## config.mk

```make
export PLATFORM = sky130hd
export DESIGN_NAME = io_bridge
export DESIGN_NICKNAME = d
export VERILOG_FILES = /design/src/rtl/io_bridge.sv
export SDC_FILE = /design/constraint.sdc
export NUM_CORES = 1
export LEC_CHECK = 0
export ABC_AREA = 1
export BUFFER_PORTS_ARGS = -buffer_cell sky130_fd_sc_hd__buf_2
export CORE_MARGIN = 2
export CORE_UTILIZATION = 45
export DETAILED_ROUTE_END_ITERATION = 10
export GPL_TIMING_DRIVEN = 0
export SLEW_MARGIN = 0
export SYNTH_ARGS = -nofsm -noshare
export SYNTH_HDL_FRONTEND = slang
export SYNTH_SLANG_ARGS = --single-unit
```

## constraint.sdc

```tcl
create_clock -name clk_in -period 6.36 [get_ports clk_in]
set_input_delay 0.954 -clock clk_in [delete_from_list [all_inputs] [get_ports clk_in]]
set_output_delay 0.954 -clock clk_in [all_outputs]
set_load 0.03 [all_outputs]
```

## src/rtl/io_bridge.sv

```systemverilog
// Byte-wide cpu bus bridge: decodes RAM vs. the I/O window at 0x30000 and
// implements the tx/rx byte FIFOs, cycle counter with coherent snapshot and stop flag.
module io_bridge #(
    parameter int OUT_DEPTH_LOG2 = 4,
    parameter int IN_DEPTH_LOG2  = 4
) (
    input  logic        clk_in,
    input  logic        rst_in,
    input  logic [31:0] cpu_a,
    input  logic [7:0]  cpu_dout,
    input  logic        cpu_wr,
    output logic [7:0]  cpu_din,
    output logic        cpu_rdy,
    output logic [16:0] ram_a,
    output logic [7:0]  ram_dout,
    output logic        ram_we,
    input  logic [7:0]  ram_din,
    output logic [7:0]  tx_data,
    output logic        tx_valid,
    input  logic        tx_ready,
    input  logic [7:0]  rx_data,
    input  logic        rx_valid,
    output logic        program_done,
    output logic        rx_overflow
);
    localparam int TX_DEPTH = 1 << OUT_DEPTH_LOG2;
    localparam int RX_DEPTH = 1 << IN_DEPTH_LOG2;
    localparam logic [17:0] A_DATA = 18'h30000;
    localparam logic [17:0] A_CNT0 = 18'h30004;

    logic [17:0] w_a;
    logic        w_io;
    logic        w_io_rd;
    logic        w_io_wr;
    logic        w_unused_a;

    assign w_a        = cpu_a[17:0];
    assign w_io       = (w_a[17:16] == 2'b11);
    assign w_io_rd    = w_io & ~cpu_wr;
    assign w_io_wr    = w_io & cpu_wr;
    assign w_unused_a = ^cpu_a[31:18];

    assign ram_a    = cpu_a[16:0];
    assign ram_dout = cpu_dout;
    assign ram_we   = cpu_wr & ~w_io;

    logic [7:0]                r_tx_mem [TX_DEPTH];
    logic [OUT_DEPTH_LOG2-1:0] r_tx_rptr;
    logic [OUT_DEPTH_LOG2-1:0] r_tx_wptr;
    logic [OUT_DEPTH_LOG2:0]   r_tx_cnt;
    logic                      w_tx_full;
    logic                      w_tx_empty;
    logic                      w_tx_req;
    logic                      w_tx_pop;
    logic                      w_tx_push;

    // Count never exceeds depth, so its MSB alone marks full.
    assign w_tx_full  = r_tx_cnt[OUT_DEPTH_LOG2];
    assign w_tx_empty = (r_tx_cnt == '0);
    assign w_tx_req   = w_io_wr & (w_a == A_DATA) & (cpu_dout != 8'h00);
    assign w_tx_pop   = ~w_tx_empty & tx_ready;
    assign w_tx_push  = w_tx_req & (~w_tx_full | w_tx_pop);
    assign tx_valid   = ~w_tx_empty;
    assign tx_data    = r_tx_mem[r_tx_rptr];

    // A same-cycle pop makes room, so the stalled write is accepted exactly
    // when cpu_rdy is high and the cpu never repeats a byte.
    assign cpu_rdy = ~(w_tx_req & w_tx_full & ~w_tx_pop);

    always_ff @(posedge clk_in) begin
        if (w_tx_push) begin
            r_tx_mem[r_tx_wptr] <= cpu_dout;
        end
    end

    always_ff @(posedge clk_in) begin
        if (rst_in) begin
            r_tx_rptr <= '0;
            r_tx_wptr <= '0;
            r_tx_cnt  <= '0;
        end else begin
            if (w_tx_push) r_tx_wptr <= r_tx_wptr + OUT_DEPTH_LOG2'(1);
            if (w_tx_pop)  r_tx_rptr <= r_tx_rptr + OUT_DEPTH_LOG2'(1);
            case ({w_tx_push, w_tx_pop})
                2'b10:   r_tx_cnt <= r_tx_cnt + (OUT_DEPTH_LOG2 + 1)'(1);
                2'b01:   r_tx_cnt <= r_tx_cnt - (OUT_DEPTH_LOG2 + 1)'(1);
                default: r_tx_cnt <= r_tx_cnt;
            endcase
        end
    end

    logic [7:0]               r_rx_mem [RX_DEPTH];
    logic [IN_DEPTH_LOG2-1:0] r_rx_rptr;
    logic [IN_DEPTH_LOG2-1:0] r_rx_wptr;
    logic [IN_DEPTH_LOG2:0]   r_rx_cnt;
    logic                     w_rx_full;
    logic                     w_rx_empty;
    logic                     w_rx_pop;
    logic                     w_rx_push;
    logic                     r_rx_ovf;

    assign w_rx_full   = r_rx_cnt[IN_DEPTH_LOG2];
    assign w_rx_empty  = (r_rx_cnt == '0);
    assign w_rx_pop    = w_io_rd & (w_a == A_DATA) & ~w_rx_empty;
    assign w_rx_push   = rx_valid & (~w_rx_full | w_rx_pop);
    assign rx_overflow = r_rx_ovf;

    always_ff @(posedge clk_in) begin
        if (w_rx_push) begin
            r_rx_mem[r_rx_wptr] <= rx_data;
        end
    end

    always_ff @(posedge clk_in) begin
        if (rst_in) begin
            r_rx_rptr <= '0;
            r_rx_wptr <= '0;
            r_rx_cnt  <= '0;
            r_rx_ovf  <= 1'b0;
        end else begin
            if (w_rx_push) r_rx_wptr <= r_rx_wptr + IN_DEPTH_LOG2'(1);
            if (w_rx_pop)  r_rx_rptr <= r_rx_rptr + IN_DEPTH_LOG2'(1);
            if (rx_valid & ~w_rx_push) r_rx_ovf <= 1'b1;
            case ({w_rx_push, w_rx_pop})
                2'b10:   r_rx_cnt <= r_rx_cnt + (IN_DEPTH_LOG2 + 1)'(1);
                2'b01:   r_rx_cnt <= r_rx_cnt - (IN_DEPTH_LOG2 + 1)'(1);
                default: r_rx_cnt <= r_rx_cnt;
            endcase
        end
    end

    logic [31:0] r_cnt;
    logic [31:0] r_snap;
    logic        r_done;

    assign program_done = r_done;

    always_ff @(posedge clk_in) begin
        if (rst_in) begin
            r_cnt  <= 32'd0;
            r_snap <= 32'd0;
            r_done <= 1'b0;
        end else begin
            r_cnt <= r_cnt + 32'd1;
            if (w_io_rd && (w_a == A_CNT0)) r_snap <= r_cnt;
            if (w_io_wr && (w_a == A_CNT0)) r_done <= 1'b1;
        end
    end

    logic [7:0] w_io_byte;
    logic [7:0] r_io_byte;
    logic       r_sel_ram;
    logic       r_rd_vld;

    // Byte 0 comes from the live counter, the same value the snapshot captures.
    always_comb begin
        w_io_byte = 8'h00;
        if (w_io_rd) begin
            case (w_a)
                A_DATA:    if (!w_rx_empty) w_io_byte = r_rx_mem[r_rx_rptr];
                A_CNT0:    w_io_byte = r_cnt[7:0];
                18'h30005: w_io_byte = r_snap[15:8];
                18'h30006: w_io_byte = r_snap[23:16];
                18'h30007: w_io_byte = r_snap[31:24];
                default:   w_io_byte = 8'h00;
            endcase
        end
    end

    always_ff @(posedge clk_in) begin
        r_io_byte <= w_io_byte;
    end

    always_ff @(posedge clk_in) begin
        if (rst_in) begin
            r_sel_ram <= 1'b1;
            r_rd_vld  <= 1'b0;
        end else begin
            r_sel_ram <= ~w_io;
            r_rd_vld  <= ~cpu_wr;
        end
    end

    // RAM data arrives one cycle after its address, aligned with the select register.
    assign cpu_din = !r_rd_vld ? 8'h00 : (r_sel_ram ? ram_din : r_io_byte);

endmodule
```

==> flow_metrics.py, run 1 <==
metrics = {
    "clocking": {
        "numCtsBuffers": 40,
        "clock_sinks": 358,
        "clock-root-buffer": "clkbuf_16",
        "cts_resized": 0,
        "worst_skew_pair.late_latency_ps": 540,
        "cts.clk_slew.worst_paths_ps": 60,
        "cts_tree": "yes",
        "cts_buffer_depth": 3,
        "postCtsHoldBufs": 0,
        "htree_levels": 2,
        "cts_setup_buffers": 0,
    },
    "floorplanning": {
        "fp.coreArea_um2": 35400,
        "rows": 69,
        "die_area_um2": 37230,
        "die_x_um": 192.9,
        "ios": 107,
        "initial_core_util": 0.4539,
        "die_h_um": 192.9,
    },
    "setup_path": {
        "crit_type": "reg -> out",
        "reg2regPathDepth": 9,
        "crit_arrival_ps": 2440,
        "cp.required_ps": 5410,
        "critPathMaxStageDelay_ps": 490,
        "crit_fanout": 10,
        "crit_family": "buffers and inverters",
        "crit_path_end_kind": "output port",
        "start_kind": "flop",
        "cp_slowest_cell": "clkbuf_1",
        "worstPathCellList": "clkbuf_1 > clkbuf_1 > a21oi_1 > o21ai_0 > o21ai_0 > o211ai_1 > nand2_1 > buf_2",
        "path_depth": 8,
        "crit_buf_inv": 3,
    },
    "synthesis": {
        "syn_nets": 1733,
        "synth-main-ff-cell": "edfxtp_1",
        "avgSynthCellArea_um2": 9.725,
        "synthCells": 1652,
        "ys_seq_elements": 358,
        "synth-edff-count": 256,
        "async_flop_share": 0,
        "ys_types": 38,
        "syn_area_um2": 16070,
        "ys_warn_count": 0,
        "synth.yosys.seq_area_share": 0.6056,
    },
    "place": {
        "post-place-ws_ps": 2733,
        "hpwlAfterDp_um": 28900,
        "numPlacedInstances": 2205,
        "io_buffer_count": 91,
        "postPlaceCellArea_um2": 17120,
        "gp_congestion": 0.8932,
    },
    "timing": {
        "tightest_slew_ps": 1332,
        "fin_crit_ps": 3390,
        "rsz0062_at_grt": "no",
        "max-slew-margin-rel": 0.1050,
        "setup_viol": 0,
        "fmax_ghz": 0.2950,
        "slew_viol_final": 0,
        "finalSetupTns_ps": 0,
        "finalHoldViolCount": 0,
        "setup_slack_ps": 2970,
        "fin_skew_ps": 12.58,
        "holdWs_ps": 449.5,
        "period_share": 0.5329,
    },
    "route": {
        "routedWlPerCell_um": 18.28,
        "dr.pass1.iters": 6,
        "vias": 11950,
        "antenna_left": 0,
        "dr.first_iter.drc_count": 915,
        "drt_wl_total_um": 41650,
        "via_per_inst": 5.245,
        "drcViolationCount": 0,
    },
    "finish": {
        "multiInputGateArea_um2": 5175,
        "layout-drive-gt1-share": 0.1370,
        "final_common_cell": "nand2_1",
        "instances_no_fill": 2278,
        "antenna_cells": 0,
        "final-seq-area_um2": 9729,
        "design_area_um2": 18540,
        "final_cell_mix": "nand2_1 (327), edfxtp_1 (256), inv_1 (175)",
        "nNetsFinal": 1867,
        "syn_to_final_growth_pct": 15.41,
        "n_fill_cell": 3295,
        "final_util": 0.5238,
    },
    "min_path": {
        "hold_class": "reg -> reg",
        "min_path_cells": 2,
    },
    "global_route": {
        "grt_antenna_before_repair": 0,
        "grt_pass1_wl_um": 63140,
        "first_global_vias": 11230,
        "track_usage": 0.2241,
        "overflow": 0,
        "grt_max_degree": 19,
    },
    "power_and_ir_drop": {
        "power_density_nw_per_um2": 320.0,
        "vdd_drop_max_mv": 0.2460,
        "p_total_mw": 5.933,
        "p_leak_nw": 7.006,
    },
    "job": {
        "drv_cap": 0,
    },
    "status": {
        "status": "finished, final reports clean",
    },
}
==> cells in the mapped netlist (2+ instances only) <==
master | number | area [um2]
inv_2 | 5 | 18.77
nor2_2 | 9 | 56.30
nand2_2 | 5 | 31.28
mux2i_1 | 32 | 320.3
ha_1 | 19 | 237.7
nor3_1 | 24 | 120.1
buf_6 | 4 | 45.04
a21o_1 | 2 | 15.01
nand2_4 | 2 | 22.52
nand3b_1 | 3 | 22.52
inv_1 | 175 | 656.9
buf_1 | 2 | 7.510
nand3_2 | 3 | 30.03
xor2_1 | 9 | 78.83
o211ai_1 | 32 | 240.2
nor2_4 | 6 | 67.56
o21ai_0 | 106 | 530.5
or2_2 | 4 | 25.02
nand3_1 | 124 | 620.6
buf_4 | 29 | 217.7
o21a_1 | 2 | 15.01
nor2_1 | 155 | 581.8
a21oi_1 | 109 | 545.5
nand2_1 | 327 | 1227
clkbuf_1 | 39 | 146.4
buf_2 | 18 | 90.09
edfxtp_1 | 256 | 7687
dfxtp_1 | 102 | 2042
xnor2_1 | 4 | 35.03
nand4_1 | 37 | 231.5
==> registers in the layout, indices dropped and copies added (netlist names), named ones only <==
name / count
rx_overflow: 1
r_rx_mem: 128
r_rx_rptr: 4
r_tx_wptr: 4
r_io_byte: 8
r_tx_cnt: 5
r_rx_wptr: 4
r_sel_ram: 1
r_tx_rptr: 4
r_rd_vld: 1
r_cnt: 32
program_done: 1
r_rx_cnt: 5
r_tx_mem: 128
r_snap: 24
==> report_power, final <==
group | switching (mW) | total [mW] | leakage, nW | internal (mW)
sequential | 0.0257 | 2.56 | 3.13 | 2.53
combinational | 0.619 | 0.905 | 3.19 | 0.286
clock | 0.938 | 2.47 | 0.685 | 1.53
total | 1.58 | 5.93 | 7.01 | 4.35
==> worst min-delay path, stage by stage, from the launching register on <==
cell	delay, ps
dfxtp_1	310
inv_1	50
a21oi_1	50
==> final timing paths <==
| path | from | endpoint | slack, ps |
|---|---|---|---|
| worst min register to register | r_snap[13] | r_snap[13] | 450 |
| worst max-delay path | flop | tx_data[2] | 2970 |
| worst max register to register | r_rx_cnt[4] | r_rx_mem[5][7] | 3650 |
| worst min-delay path | r_snap[13] | r_snap[13] | 450 |
==> cell families (layout without fill, tap and decap cells) <==
group	count (synthesis)	in the layout	share of synthesized area
AO/OA/AOI/OAI	252	252	0.08427
XOR/XNOR	13	13	0.007087
adder cells (fa/ha/maj)	20	20	0.01604
buffers and inverters	273	438	0.07414
flip-flops	358	358	0.6056
multiplexers	32	32	0.01994
AND/OR/NAND/NOR	704	704	0.1929
==> per-layer routing <==
layer / track usage / wire, um
met4: 0.06061 / 926
met2: 0.3824 / 20180
met3: 0.03149 / 2476
met5: 0 / 0
met1: 0.3007 / 18070
==> final cells by class <==
type,count,share of cell area
clock inverters,25,0.01802
repair buffers,92,0.02497
multi-input cells,1021,0.2791
plain buffers,92,0.02733
well taps,461,0.03111
flip-flops and latches,358,0.5247
clock buffers,48,0.05783
inverters,181,0.03691
Note: power is estimated with default switching activity, not from simulation.
==> run 2, diff against run 1 <==
clock period = 3.32 ns   (was 6.36 ns; I/O delays follow)
==> run 2 against run 1 <==
Via count down 0.41%. Critical path type unchanged. Routed wire length down 0.17%. Total power is 92% higher. Global-route usage hardly changed. Non-clock buffer count stayed put. Largest cell class unchanged. Clock skew increased by 0.66 ps. Worst setup slack lost 2600 ps.
==> flow_metrics.py, run 2 (synthesis gave the netlist of run 1 again) <==
metrics = {
    "status": {
        "status": "finished, final reports clean",
    },
    "power_and_ir_drop": {
        "p_seq_frac": 0.431,
        "p_sw_mw": 3.042,
        "p_int_mw": 8.333,
        "power_density_nw_per_um2": 613.5,
        "netSwitchingFraction": 0.2675,
        "p_leak_nw": 7.006,
        "clkPwrFrac": 0.417,
        "vdd_drop_max_mv": 0.4672,
        "comb_power_share": 0.152,
    },
    "route": {
        "drt_wl_total_um": 41580,
        "routedWlPerCell_um": 18.25,
        "via_per_inst": 5.224,
        "antenna_left": 0,
        "drcViolationCount": 0,
        "dr.pass1.iters": 5,
        "dr.first_iter.drc_count": 885,
        "vias": 11900,
    },
    "finish": {
        "n_fill_cell": 3295,
        "final_cell_mix": "nand2_1 (327), edfxtp_1 (256), inv_1 (175)",
        "syn_to_final_growth_pct": 15.41,
        "reg_top3": "r_rx_mem (128), r_tx_mem (128), r_cnt (32)",
        "nNetsFinal": 1867,
        "final_common_cell": "nand2_1",
        "layout-drive-gt1-share": 0.1370,
        "final_util": 0.5238,
        "antenna_cells": 0,
    },
    "floorplanning": {
        "initial_core_util": 0.4539,
        "die_h_um": 192.9,
        "fp.coreArea_um2": 35400,
        "rows": 69,
        "die_x_um": 192.9,
        "die_area_um2": 37230,
        "ios": 107,
    },
    "setup_path": {
        "r2r_slack_ps": 580,
        "critPathMaxStageDelay_ps": 490,
        "reg2regPathDepth": 9,
        "crit_fanout": 10,
        "start_kind": "flop",
        "rr_startpoint": "r_rx_cnt[4]",
        "worstPathCellList": "clkbuf_1 > clkbuf_1 > a21oi_1 > o21ai_0 > o21ai_0 > o211ai_1 > nand2_1 > buf_2",
        "crit_type": "reg -> out",
        "rr_endpoint": "r_rx_mem[5][7]",
        "crit_path_end_kind": "output port",
        "cp_slowest_cell": "clkbuf_1",
        "cp.required_ps": 2820,
        "crit_arrival_ps": 2460,
    },
    "place": {
        "hpwlAfterDp_um": 28900,
        "post-place-ws_ps": 148.6,
        "gp_congestion": 0.8932,
        "io_buffer_count": 91,
    },
    "timing": {
        "rsz0062_at_grt": "no",
        "holdWs_ps": 197.5,
        "max-slew-margin-rel": 0.07797,
        "finalHoldViolCount": 0,
        "slew_viol_final": 0,
        "fin_skew_ps": 13.23,
        "setup_slack_ps": 363.6,
        "fmax_ghz": 0.3382,
        "setup_viol": 0,
        "tightest_slew_ps": 1372,
        "period_share": 0.8905,
        "fin_crit_ps": 2956,
        "finalSetupTns_ps": 0,
    },
    "global_route": {
        "grt_antenna_before_repair": 0,
        "grt_pass1_wl_um": 63150,
        "track_usage": 0.2242,
        "overflow": 0,
        "grt_max_degree": 19,
        "first_global_vias": 11220,
    },
    "min_path": {
        "min_path_cells": 2,
        "hold_path_end": "r_rd_vld",
        "hold_class": "in -> reg",
        "min-delay-start": "cpu_wr",
    },
    "clocking": {
        "postCtsHoldBufs": 0,
        "cts_setup_buffers": 0,
        "cts_tree": "yes",
        "cts.clk_slew.worst_paths_ps": 60,
        "htree_levels": 2,
        "cts_resized": 0,
        "numCtsBuffers": 40,
        "cts_buffer_depth": 3,
        "clock-root-buffer": "clkbuf_16",
        "worst_skew_pair.late_latency_ps": 540,
        "clock_sinks": 358,
    },
    "job": {
        "drv_cap": 0,
    },
}
run 2: worst max-delay path, delay by kind of cell, from the launching register on:
kind                   cells  cell delay [ps]
buffers and inverters      3              950
AOI/OAI and AO/OA          4              590
DFF                        1              330
and+or+nand+nor            1               60
run 2: per-layer routing:
layer	track usage	vias up	wire length [um]
met5	0	-	0
met3	0.03149	62	2329
met1	0.3008	5630	18150
met4	0.06002	0	879
met2	0.3828	360	20230
li1	-	5848	-
run 2: worst max path at each step:
stage / slack, ps / endpoint / cells past startpoint / startpoint
after global placement: -30 / r_rx_mem[13][4] / 9 / cpu_a[5]
final: 360 / tx_data[2] / 8 / flop
after CTS: 400 / tx_data[0] / 8 / flop
after global routing: 210 / tx_data[6] / 8 / flop
after detailed placement: 150 / r_rx_mem[9][1] / 10 / cpu_a[16]
after floorplan: 780 / r_rx_cnt[4] / 17 / cpu_a[0]
run 2: layout make-up:
type                            instances  area, um2  area share
Timing Repair Buffer                   92      462.9     0.02497
Inverter                              181      684.4     0.03691
Multi-Input combinational cell       1021       5175      0.2791
Clock buffer                           48       1072     0.05783
Clock inverter                         25      334.1     0.01802
Sequential cell                       358       9729      0.5247
Tap cell                              461      576.8     0.03111
Buffer                                 92      506.7     0.02733
run 2: power groups by stage:
stage	logic, mW	clock network (mW)	registers, mW
2_1_floorplan	1.15	0	4.98
3_3_place_gp	1.69	0	5.00
3_5_place_dp	1.71	0	5.00
4_1_cts	1.72	4.79	4.90
5_1_grt	1.89	4.98	4.91
6_report	1.73	4.74	4.90
run 2: per-stage QoR:
step / power [mW] / std cells / cell area [um2]
6_report: 11.38 / 2278 / 18540
5_1_grt: 11.78 / 2278 / 18540
4_1_cts: 11.42 / 2278 / 18530
3_5_place_dp: 6.708 / 2205 / 17120
3_3_place_gp: 6.686 / 2204 / 17100
2_1_floorplan: 6.139 / 1652 / 16070
